### src/rtl/acc_offload_tracker.sv
// acc_offload_tracker: issues core offloads as C requests and pairs in-order C responses with their destination registers
package acc_offload_pkg;
  typedef struct packed {
    logic [31:0] insn;
    logic [7:0]  tag;
  } acc_c_req_chan_t;
  typedef struct packed {
    logic [31:0] data;
    logic        error;
  } acc_c_rsp_chan_t;
  typedef struct packed {
    acc_c_req_chan_t q;
    logic            q_valid;
    logic            p_ready;
  } acc_c_req_t;
  typedef struct packed {
    acc_c_rsp_chan_t p;
    logic            p_valid;
    logic            q_ready;
  } acc_c_rsp_t;
endpackage

module acc_offload_tracker #(
  parameter int unsigned DataWidth = 32,
  parameter int unsigned MaxOutstanding = 4,
  parameter type acc_c_req_t = acc_offload_pkg::acc_c_req_t,
  parameter type acc_c_req_chan_t = acc_offload_pkg::acc_c_req_chan_t,
  parameter type acc_c_rsp_t = acc_offload_pkg::acc_c_rsp_t,
  localparam int unsigned OW = $clog2(MaxOutstanding + 1)
) (
  input  logic                 clk_i,
  input  logic                 rst_i,
  input  acc_c_req_chan_t      core_q_i,
  input  logic                 core_q_valid_i,
  output logic                 core_q_ready_o,
  input  logic [4:0]           core_rs1_i,
  input  logic [4:0]           core_rs2_i,
  input  logic [4:0]           core_rd_i,
  input  logic                 core_wb_i,
  output acc_c_req_t           acc_req_o,
  input  acc_c_rsp_t           acc_rsp_i,
  output logic                 wb_valid_o,
  input  logic                 wb_ready_i,
  output logic [4:0]           wb_rd_o,
  output logic [DataWidth-1:0] wb_data_o,
  output logic                 wb_error_o,
  output logic [31:0]          busy_o,
  output logic [OW-1:0]        outstanding_o,
  output logic                 unexpected_rsp_o
);
  localparam int unsigned PW = MaxOutstanding > 1 ? $clog2(MaxOutstanding) : 1;
  localparam logic [PW-1:0] LAST = PW'(MaxOutstanding - 1);
  logic [31:0]   busy_q;
  logic [4:0]    fifo_q [MaxOutstanding];
  logic [PW-1:0] wr_ptr_q, rd_ptr_q;
  logic [OW-1:0] cnt_q;
  logic          unexp_q;
  logic          hazard, full, empty, push, retire;
  assign hazard = busy_q[core_rs1_i] | busy_q[core_rs2_i] | (core_wb_i & busy_q[core_rd_i]);
  assign full = core_wb_i & (cnt_q == OW'(MaxOutstanding));
  assign empty = cnt_q == '0;
  assign core_q_ready_o = acc_rsp_i.q_ready & ~hazard & ~full;
  assign push = core_q_valid_i & core_q_ready_o & core_wb_i;
  assign wb_valid_o = ~empty & acc_rsp_i.p_valid;
  assign retire = wb_valid_o & wb_ready_i;
  assign wb_rd_o = fifo_q[rd_ptr_q];
  assign wb_data_o = DataWidth'(acc_rsp_i.p.data);
  assign wb_error_o = acc_rsp_i.p.error;
  assign busy_o = busy_q;
  assign outstanding_o = cnt_q;
  assign unexpected_rsp_o = unexp_q;
  // request passthrough; responses drain freely while nothing is outstanding
  always_comb begin
    acc_req_o.q = core_q_i;
    acc_req_o.q_valid = core_q_valid_i & ~hazard & ~full;
    acc_req_o.p_ready = empty | wb_ready_i;
  end
  // scoreboard: a new destination overrides a retiring one; x0 is never tracked
  always_ff @(posedge clk_i or posedge rst_i)
    if (rst_i) busy_q <= '0;
    else begin
      if (retire) busy_q[wb_rd_o] <= 1'b0;
      if (push && core_rd_i != 5'd0) busy_q[core_rd_i] <= 1'b1;
    end
  // destination register storage; contents are meaningless while the count is zero
  always_ff @(posedge clk_i)
    if (push) fifo_q[wr_ptr_q] <= core_rd_i;
  // circular pointers, occupancy count and sticky orphan-response flag
  always_ff @(posedge clk_i or posedge rst_i)
    if (rst_i) begin
      wr_ptr_q <= '0;
      rd_ptr_q <= '0;
      cnt_q <= '0;
      unexp_q <= 1'b0;
    end else begin
      if (push) wr_ptr_q <= wr_ptr_q == LAST ? '0 : wr_ptr_q + 1'b1;
      if (retire) rd_ptr_q <= rd_ptr_q == LAST ? '0 : rd_ptr_q + 1'b1;
      cnt_q <= cnt_q + OW'(push) - OW'(retire);
      if (empty && acc_rsp_i.p_valid) unexp_q <= 1'b1;
    end
  a_no_pop_empty: assert property (@(posedge clk_i) disable iff (rst_i) retire |-> !empty);
  a_cnt_max: assert property (@(posedge clk_i) disable iff (rst_i) cnt_q <= OW'(MaxOutstanding));
  a_wb_stable: assert property (@(posedge clk_i) disable iff (rst_i)
    wb_valid_o && !wb_ready_i |=> wb_valid_o && $stable(wb_rd_o) && $stable(wb_data_o) && $stable(wb_error_o));
endmodule

### config.mk
export PLATFORM = sky130hd
export DESIGN_NAME = acc_offload_tracker
export DESIGN_NICKNAME = d
export VERILOG_FILES = /design/src/rtl/acc_offload_tracker.sv
export SDC_FILE = /design/constraint.sdc
export NUM_CORES = 1
export LEC_CHECK = 0
export ABC_AREA = 0
export BUFFER_PORTS_ARGS = -buffer_cell sky130_fd_sc_hd__buf_4
export CAP_MARGIN = 5
export CELL_PAD_IN_SITES_DETAIL_PLACEMENT = 2
export CELL_PAD_IN_SITES_GLOBAL_PLACEMENT = 2
export CORE_ASPECT_RATIO = 1.4
export CORE_UTILIZATION = 29
export CTS_BUF_LIST = sky130_fd_sc_hd__clkbuf_8
export CTS_CLUSTER_SIZE = 12
export DETAILED_ROUTE_END_ITERATION = 12
export PLACE_DENSITY = 0.93
export SLEW_MARGIN = 20
export SYNTH_ARGS = -nofsm -noshare
export SYNTH_HDL_FRONTEND = slang
export SYNTH_SLANG_ARGS = --single-unit
### constraint.sdc
create_clock -name clk_i -period 9 [get_ports clk_i]
set_input_delay 1.8 -clock clk_i [delete_from_list [all_inputs] [get_ports clk_i]]
set_output_delay 1.8 -clock clk_i [all_outputs]
set_load 0.005 [all_outputs]
==> results.yml <==
status:
  run_status: "complete, no violations"
detailed_routing:
  drt_iter0_drc: 180
  drc: 0
  vias: 3180
  ant_nets: 0
  via_per_inst: 5.51
  routed_wl_um: 13600
  dr.pass1.iters: 4
  drt-wirelength-per-cell_um: 23.6
min_path:
  min_from: "unexpected_rsp_o$_DFFE_PP0P_"
  hold_end: "unexpected_rsp_o$_DFFE_PP0P_"
  hold_path_depth: 1
  min_path_type: "reg2reg"
power_and_ir_drop:
  p_int_mw: 0.599
  pwr-share-seq: 0.417
  power-per-cell-area_nw_per_um2: 212
  max-vdd-ir-drop_uv: 76.6
  p_sw_mw: 0.339
  power.total_mw: 0.937
  power_frac_comb: 0.331
  clockPowerShare: 0.252
  p_leak_nw: 1.87
  switching_share: 0.361
clock_network:
  clk_pin_slew_ns: 0.06
  cts_buffers: 9
  cts_resized: 0
  clock-sinks: 60
  cts_buffer_depth: 2
  postCtsHoldBufs: 0
  cts_tree: "yes"
  h-tree-depth: 3
  clk_latency_ns: 0.36
  postCtsSetupRepairBufs: 0
  ctsRootBufferMaster: "clkbuf_8"
timing:
  slew_headroom: 0.645
  hold_viol_final: 0
  setup_viol: 0
  grt_setup_unrepaired: "no"
  finalCritPeriodShare: 0.629
  tightest_slew_ns: 0.528
  slew_viol_final: 0
  tns_ns: 0
  skew_ns: 0.00760
  clock.fmax_mhz: 177
  fin_crit_ns: 5.66
global_routing:
  grt_max_degree: 41
  antenna_found_initial: 0
  grt_pass1_wl_um: 20700
  grt.total_usage: 0.193
  grt_pass1_vias: 3515
  grt_remaining_overflow: 0
synth:
  ys_ff_latch: 60
  synth_top_area_frac: 0.241
  synthTopCellsByCount: "buf_4, mux2i_1, dfrtp_1, o31ai_1, o21ai_0"
  synth_flop_cell: "dfrtp_1"
  synthArstFlopShare: 0.667
  syn_area_per_cell_um2: 10.4
  synth.area.top_cells: "dfrtp_1, edfxtp_1, buf_4"
  synth_warnings: 0
  syn_nets: 504
  synth_most_common_cell: "buf_4"
  synth_cells: 401
  synth_edf_count: 20
  synth.distinct_cells: 50
  synth.largest_area_cell: "dfrtp_1"
  seq_area_frac_synth: 0.385
  synth_area_um2: 4160
setup_path:
  reg2reg_from: "busy_o[22]$_DFF_PP0_"
  startpoint_type: "input port"
  reg2regPathDepth: 11
  worstPathRequired_ns: 7.20
  crit_path_end_kind: "output pin"
  critPathMaxFanout: 23
  crit_type: "in2out"
  r2r-end: "outstanding_o[2]$_DFF_PP0_"
  r2r_setup_slack_ns: 5.35
  worstPathArrival_ns: 3.86
layout:
  layout-drive-gt1-share: 0.240
  nets: 491
  syn_to_final_growth_pct: 6.13
  diodes: 0
  num-fill-cells: 1510
flow_run:
  maxCapViolCount: 0
floorplan:
  die_area_um2: 14800
  die_x_um: 103
  die_h_um: 144
  io_pins: 213
  coreArea_um2: 14000
  rows: 51
  start_util: 0.298
placed_design:
  portBuffers: 66
  routabilityCongestion: 0.849
  hpwlAfterDp_um: 10200
[per-stage QoR]
step / hold slack [ns] / cells / cell area, um^2 / utilization / setup WS, ns
3_5_place_dp: 0.490 / 562 / 4230 / 0.303 / 3.39
3_3_place_gp: 0.473 / 562 / 4230 / 0.303 / 3.52
6_report: 0.497 / 577 / 4420 / 0.316 / 3.34
2_1_floorplan: 0.468 / 401 / 4160 / - / 3.71
5_1_grt: 0.516 / 577 / 4420 / 0.316 / 3.22
4_1_cts: 0.505 / 577 / 4420 / 0.316 / 3.36
[how the worst max path moves through the flow]
stage | start | endpoint | slack, ns | cells after the start
3_5_place_dp | core_rd_i[1] | acc_req_o[1] | 3.39 | 8
2_1_floorplan | core_rs1_i[2] | acc_req_o[1] | 3.71 | 8
3_3_place_gp | core_rd_i[1] | core_q_ready_o | 3.52 | 8
6_report | core_rd_i[1] | acc_req_o[1] | 3.34 | 8
4_1_cts | core_rd_i[1] | acc_req_o[1] | 3.36 | 8
5_1_grt | core_rd_i[1] | acc_req_o[1] | 3.22 | 8
[worst max-delay path: stages]
cell     delay (ns)
buf_4          0.29
mux2i_1        0.27
o22ai_1        0.11
o31ai_1        0.31
or4b_4         0.55
o21ai_0        0.22
and3_1         0.18
buf_4          0.11
[area by class of cell]
class	count	area [um^2]	area share
multi-input cells	242	1870	0.423
flip-flops and latches	60	1600	0.363
repair buffers	67	503	0.114
well taps	185	231	0.0524
clock buffers	10	138	0.0312
clock inverters	5	46.3	0.0105
inverters	8	30.0	0.00680
[registers in the layout, summed over array words and instances (netlist names)]
signal / cells
busy_o: 32
outstanding_o: 3
fifo_q: 20
unexpected_rsp_o: 1
wr_ptr_q: 2
rd_ptr_q: 2
[cells in the final DEF, fill, tap and decap left out, types with 8 or more instances in the layout]
master and n:
nand2_1 21, dfrtp_1 40, o31ai_1 32, edfxtp_1 20, o21ai_0 29, clkbuf_8 10
nand2b_1 9, buf_4 67, inv_1 11, nor2b_1 8, mux2i_1 42
[metal layers]
layer  vias to the layer above  share of wire  wire length, um  GRT usage
li1                       1374              -                -          -
met1                      1640           0.37             5080      0.211
met2                       107           0.53             7180      0.339
met3                        59          0.049              662     0.0302
met4                         0          0.053              717      0.129
met5                         -              0                0          0
[cells by family after synthesis]
kind of cell / after synthesis / synth area share
mux: 51 / 0.144
compound gates: 93 / 0.147
simple gates: 88 / 0.127
flops: 60 / 0.385
xor+xnor: 2 / 0.00421
buf+inv: 99 / 0.167
fa+ha+maj: 8 / 0.0259
[power groups by stage]
stage               Combinational [mW]  Sequential (mW)  Clock [mW]
floorplan                        0.209            0.364           0
global route                     0.340            0.398       0.252
global placement                 0.295            0.392           0
detailed placement               0.313            0.397           0
CTS                              0.315            0.392       0.241
finish                           0.310            0.391       0.236
No activity file was read; power rests on OpenSTA's default activity.
